--- config.mk ---
export PLATFORM = sky130hd
export DESIGN_NAME = comparator_1bit_bist
export DESIGN_NICKNAME = d
export VERILOG_FILES = /design/src/rtl/comparator_1bit_bist.sv
export SDC_FILE = /design/constraint.sdc
export NUM_CORES = 1
export LEC_CHECK = 0
export CORE_MARGIN = 4
export CORE_UTILIZATION = 46
export DETAILED_ROUTE_END_ITERATION = 10
export GPL_TIMING_DRIVEN = 0
export PLACE_DENSITY = 0.79
export SLEW_MARGIN = 20
export SYNTH_ARGS = -nofsm -noshare
export SYNTH_HDL_FRONTEND = slang
export SYNTH_SLANG_ARGS = --single-unit
--- constraint.sdc ---
create_clock -name clk -period 2.05 [get_ports clk]
set_clock_uncertainty 0.15 [all_clocks]
set_input_delay 0.3075 -clock clk [delete_from_list [all_inputs] [get_ports clk]]
set_output_delay 0.3075 -clock clk [all_outputs]
set_load 0.05 [all_outputs]
--- src/rtl/comparator_1bit_bist.sv ---
// Self-test driver/checker for the 1-bit magnitude comparator: sweeps {a,b}, checks y, reports pass/errors.
// Optional COMP_BIST_STOP_ON_FAIL_EN: the first mismatch ends the run early.
module comparator_1bit_bist #(
  parameter int unsigned HOLD_CYCLES = 2
) (
  input  logic       clk,
  input  logic       rst_n,
  input  logic       start,
  output logic       a,
  output logic       b,
  input  logic [2:0] y,
  output logic       busy,
  output logic       done,
  output logic       pass,
  output logic [2:0] err_count,
  output logic [1:0] fail_vec
);

  localparam int unsigned CNT_W = 4;
  localparam int unsigned IDX_W = 2;
  localparam int unsigned ERR_W = 3;

  typedef enum logic [1:0] {IDLE, RUN, REPORT} state_t;

  state_t             state, state_nxt;
  logic [IDX_W-1:0]   idx, idx_nxt;
  logic [CNT_W-1:0]   cnt, cnt_nxt;
  logic               first_fail, first_fail_nxt;
  logic [ERR_W-1:0]   err_nxt;
  logic [1:0]         fail_vec_nxt;
  logic               pass_nxt;
  logic               a_nxt, b_nxt, busy_nxt, done_nxt;
  logic [2:0]         expected_c;
  logic               sample_c, mismatch_c;

  // State register
  always_ff @(posedge clk or negedge rst_n) begin
    if (!rst_n) state <= IDLE;
    else        state <= state_nxt;
  end

  // Expected code for the vector being driven and the sample strobe
  always_comb begin
    expected_c = 3'b010;
    case (idx)
      2'd0:    expected_c = 3'b010;
      2'd1:    expected_c = 3'b001;
      2'd2:    expected_c = 3'b100;
      default: expected_c = 3'b010;
    endcase
    sample_c   = (state == RUN) && (cnt == CNT_W'(HOLD_CYCLES - 1));
    mismatch_c = sample_c && (y != expected_c);
  end

  // Next-state logic
  always_comb begin
    state_nxt = state;
    case (state)
      IDLE: if (start) state_nxt = RUN;
      RUN: begin
        if (sample_c) begin
`ifdef COMP_BIST_STOP_ON_FAIL_EN
          if (mismatch_c || (idx == IDX_W'(3))) state_nxt = REPORT;
`else
          if (idx == IDX_W'(3)) state_nxt = REPORT;
`endif
        end
      end
      REPORT:  state_nxt = IDLE;
      default: state_nxt = IDLE;
    endcase
  end

  // Datapath and output next values; outputs are registered from the next state
  always_comb begin
    idx_nxt        = idx;
    cnt_nxt        = cnt;
    err_nxt        = err_count;
    fail_vec_nxt   = fail_vec;
    first_fail_nxt = first_fail;
    pass_nxt       = pass;
    case (state)
      IDLE: begin
        if (start) begin
          idx_nxt        = '0;
          cnt_nxt        = '0;
          err_nxt        = '0;
          fail_vec_nxt   = 2'b00;
          first_fail_nxt = 1'b0;
          pass_nxt       = 1'b0;
        end
      end
      RUN: begin
        cnt_nxt = cnt + CNT_W'(1);
        if (sample_c) begin
          cnt_nxt = '0;
          if (idx != IDX_W'(3)) idx_nxt = idx + IDX_W'(1);
          if (mismatch_c) begin
            err_nxt = err_count + ERR_W'(1);
            if (!first_fail) begin
              fail_vec_nxt   = {a, b};
              first_fail_nxt = 1'b1;
            end
          end
        end
      end
      default: ;
    endcase
    if ((state_nxt == REPORT) && (state != REPORT)) pass_nxt = (err_nxt == '0);
    busy_nxt         = (state_nxt == RUN);
    done_nxt         = (state_nxt == REPORT);
    {a_nxt, b_nxt}   = busy_nxt ? idx_nxt : 2'b00;
  end

  // Datapath and output registers
  always_ff @(posedge clk or negedge rst_n) begin
    if (!rst_n) begin
      idx        <= '0;
      cnt        <= '0;
      first_fail <= 1'b0;
      err_count  <= '0;
      fail_vec   <= 2'b00;
      pass       <= 1'b0;
      a          <= 1'b0;
      b          <= 1'b0;
      busy       <= 1'b0;
      done       <= 1'b0;
    end else begin
      idx        <= idx_nxt;
      cnt        <= cnt_nxt;
      first_fail <= first_fail_nxt;
      err_count  <= err_nxt;
      fail_vec   <= fail_vec_nxt;
      pass       <= pass_nxt;
      a          <= a_nxt;
      b          <= b_nxt;
      busy       <= busy_nxt;
      done       <= done_nxt;
    end
  end

endmodule

==> out/summary.txt <==
Status: completed
Startpoint types: register
Nets: 126
H-tree Lvls: 1
Compound-Gate Fraction of Synth Area: 19.1%
Count of cell types in the netlist: 33
First DRT Iteration DRCs: 26
I/O Pins: 16
Synth Area in XOR/XNOR: 2.75%
Kind of critical path: register to register
Die area: 2870 µm²
Initial Util: 48.7%
Vias in the first global route: 771
Required @ worst endpoint: 2090 ps
Largest net degree at the start of global routing: 20
Die Span Y: 53.6 µm
Synth area leader: dfrtp_1
Initial antenna violation count: 0
Arrival time worst endpoint: 2040 ps
Hold_buf cts: 0
Critical R2R Capture: fail_vec[0]$_DFFE_PN0P_
Flop-to-flop setup slack: 40 ps
Max Clk Rate: 499 MHz
DP Cell Count: 131
Post-synth top flop: dfrtp_1
Remaining global-route overflow: 0
Synth top area share: 49.8%
Final GP Congestion: 0.772
Hold WS: 328 ps
Portion of netlist area occupied by mux cells: 0%
Syn_nets: 102
Setup Viol. Count Final: 0
Critical Path, Cell by Cell: inv_2, ha_4, or3b_4, a311o_4, a22o_1, a22o_1
Drt first pass iters: 4
Via/cell ratio: 5.60
CTS tree: built
Antenna Nets Post-Route: 0
Max Root-Sink Buffers: 2
P&R area growth vs syn: 31.6%
Sink Count: 19
Max-cap viol count: 0
Kind of cell adding the most delay to the critical path: compound AO/OA/AOI/OAI gates
CP Buf/Inv Count: 1
Drt drc: 0
Post-synth EDFFs: 0
Hold violation count in the final report: 0
Most frequent cell after synthesis: dfrtp_1
RSZ-0062 raised after global routing: yes
First-pass GRT wire length: 3.39 mm
Site Rows: 16
Ant diodes: 0
Synth Warn #: 0
Largest family of logic cells by synthesized area: compound AO/OA/AOI/OAI gates
Asr flop ratio synth: 100%
Via count: 779
Avg Inst Size Synth: 10.7 µm²
Synth area leaders: dfrtp_1 (50%), ha_1 (9.2%), o21ai_0 (4.2%)
Hold Path Class: input port to async pin
Total power: 2.25 mW
Internal power: 1.19 mW
Mapped Cells: 89
CP Max Fanout: 3
Slew Limit Headroom: 44.8%
CTS clk-pin slew, worst paths: 110 ps
Core Region: 1960 µm²
Maximum VDD drop: 0.825 mV
Clk network pwr share: 8.4%
Synth Area in Simple Gates: 16.1%
PD cells: 1790 nW/µm²
Dpl hpwl: 1.44 mm
Sequential Power Share: 30.0%
Die X-Extent: 53.6 µm
CTS buffer count: 3
NetSw: 1.07 mW
Commonest cells post-synth: dfrtp_1 (19), o21ai_0 (8), ha_1 (7), nand2_1 (7), nand3_1 (5)
Synth Cell Area: 955 µm²
Static leakage: 0.558 nW
Synth Area in Adders: 9.17%
Number of port buffers: 15
Drt total wl: 2.18 mm
Tightest Pin Transition: 825 ps
Sw frac: 47.3%
Clk Latency, worst-skew pair: 290 ps
Root buf cell: clkbuf_4
Share of post-route cells with drive strength above 1: 20.5%
Worst r2r path cells: 6
Combinational share of power: 61.7%
Routed len/inst: 15.7 µm
Slowest stage delay, CP: 410 ps
Crit share post-route: 97.8%
Worst Setup End Kind: register
Synthesis-stage register bit count: 19
Fin. max-slew vios: 0
Post-synthesis sequential area ratio: 49.8%
Total GRT Usage: 16.5%
Non-filler cells in the finished layout: 139
Crit path time final: 2010 ps
Cell with the most instances on the worst path: a22o_1
RR Startpoint: cnt[1]$_DFFE_PN0P_
Slowest-stage cell, CP: dfrtp_1
[worst reg2reg max path, stage by stage (launching register included)]
cell	delay (ps)
dfrtp_1	410
inv_2	80
ha_4	120
or3b_4	400
a311o_4	340
a22o_1	200
a22o_1	200
[kinds of logic after synthesis]
| logic type | Yosys count |
|---|---|
| compound gates | 24 |
| simple gates | 29 |
| xor+xnor | 3 |
| flops | 19 |
| fa+ha+maj | 7 |
| buf+inv | 7 |
[area by class of cell]
| type | count | area, µm² |
|---|---|---|
| fillers | 162 | 706 |
| multi-input cells | 63 | 505 |
| flip-flops and latches | 19 | 477 |
| repair buffers | 20 | 190 |
| well taps | 27 | 33.8 |
| clock buffers | 4 | 26.3 |
| inverters | 4 | 15.0 |
| plain buffers | 2 | 8.76 |
[power groups by stage]
stage / Sequential, mW / Combinational, mW / Clock, mW
4_1_cts: 0.662 / 1.26 / 0.192
5_1_grt: 0.701 / 1.50 / 0.209
3_5_place_dp: 0.668 / 1.18 / 0
3_3_place_gp: 0.657 / 1.16 / 0
6_report: 0.675 / 1.39 / 0.188
2_1_floorplan: 0.918 / 0.597 / 0
[worst max path at each step]
| stage | startpoint | to | slack (ps) | cells past startpoint |
|---|---|---|---|---|
| floorplan | cnt[1]$_DFFE_PN0P_ | fail_vec[0]$_DFFE_PN0P_ | 20 | 7 |
| global placement | start | err_count[2]$_DFF_PN0_ | -160 | 6 |
| detailed placement | start | err_count[2]$_DFF_PN0_ | -170 | 6 |
| CTS | cnt[1]$_DFFE_PN0P_ | fail_vec[0]$_DFFE_PN0P_ | 0.1 | 7 |
| global route | idx[0]$_DFF_PN0_ | fail_vec[0]$_DFFE_PN0P_ | -40 | 6 |
| finish | cnt[1]$_DFFE_PN0P_ | fail_vec[0]$_DFFE_PN0P_ | 40 | 6 |
[sequential cells by signal, indices dropped and copies added, names as in the netlist]
| register | cells |
|---|---|
| state | 2 |
| cnt | 4 |
| first_fail | 1 |
| fail_vec | 2 |
| a | 1 |
| busy | 1 |
| idx | 2 |
| b | 1 |
| pass | 1 |
| done | 1 |
| err_count | 3 |
[metal layers]
layer	vias up	part of all wire (%)	wire length, µm	track usage (%)
met5	-	0	0	0
li1	370	-	-	-
met2	21	53	1150	27.6
met1	382	42	918	21.1
met3	6	3.4	75	2.22
met4	0	1.7	38	7.66
[timing repair]
action | 4_1_cts | 5_1_grt
setup endpoints to repair | 3 | 9
pin swaps | 1 | 2
setup buffers | 3 | 2
gates resized for setup | 3 | 11
[metrics by stage]
stage          setup slack, ps  instance area (µm²)  utilization (%)  TNS [ps]
2_1_floorplan             22.4                  955                -         0
4_1_cts                  0.143                 1200             61.1         0
5_1_grt                  -41.7                 1260             64.0     -47.1
3_5_place_dp              -169                 1140             58.0      -820
3_3_place_gp              -160                 1140             58.0      -727
6_report                  44.9                 1260             64.0         0
[cells in the final DEF (no fill, tap or decap), drive strengths merged, types with 2 or more instances in the layout]
| cell type | Yosys | final |
|---|---|---|
| a22o | 3 | 3 |
| and2 | 2 | 2 |
| and3 | 2 | 2 |
| buf | 2 | 6 |
| clkbuf | 1 | 5 |
| clkdlybuf4s50 | 0 | 14 |
| dfrtp | 19 | 19 |
| ha | 7 | 7 |
| inv | 4 | 4 |
| nand2 | 7 | 7 |
| nand3 | 5 | 5 |
| nor2 | 4 | 4 |
| nor3 | 2 | 2 |
| o211ai | 3 | 3 |
| o21ai | 8 | 8 |
| or3b | 2 | 2 |
| xnor2 | 2 | 2 |
Note: power is estimated with default switching activity, not from simulation.
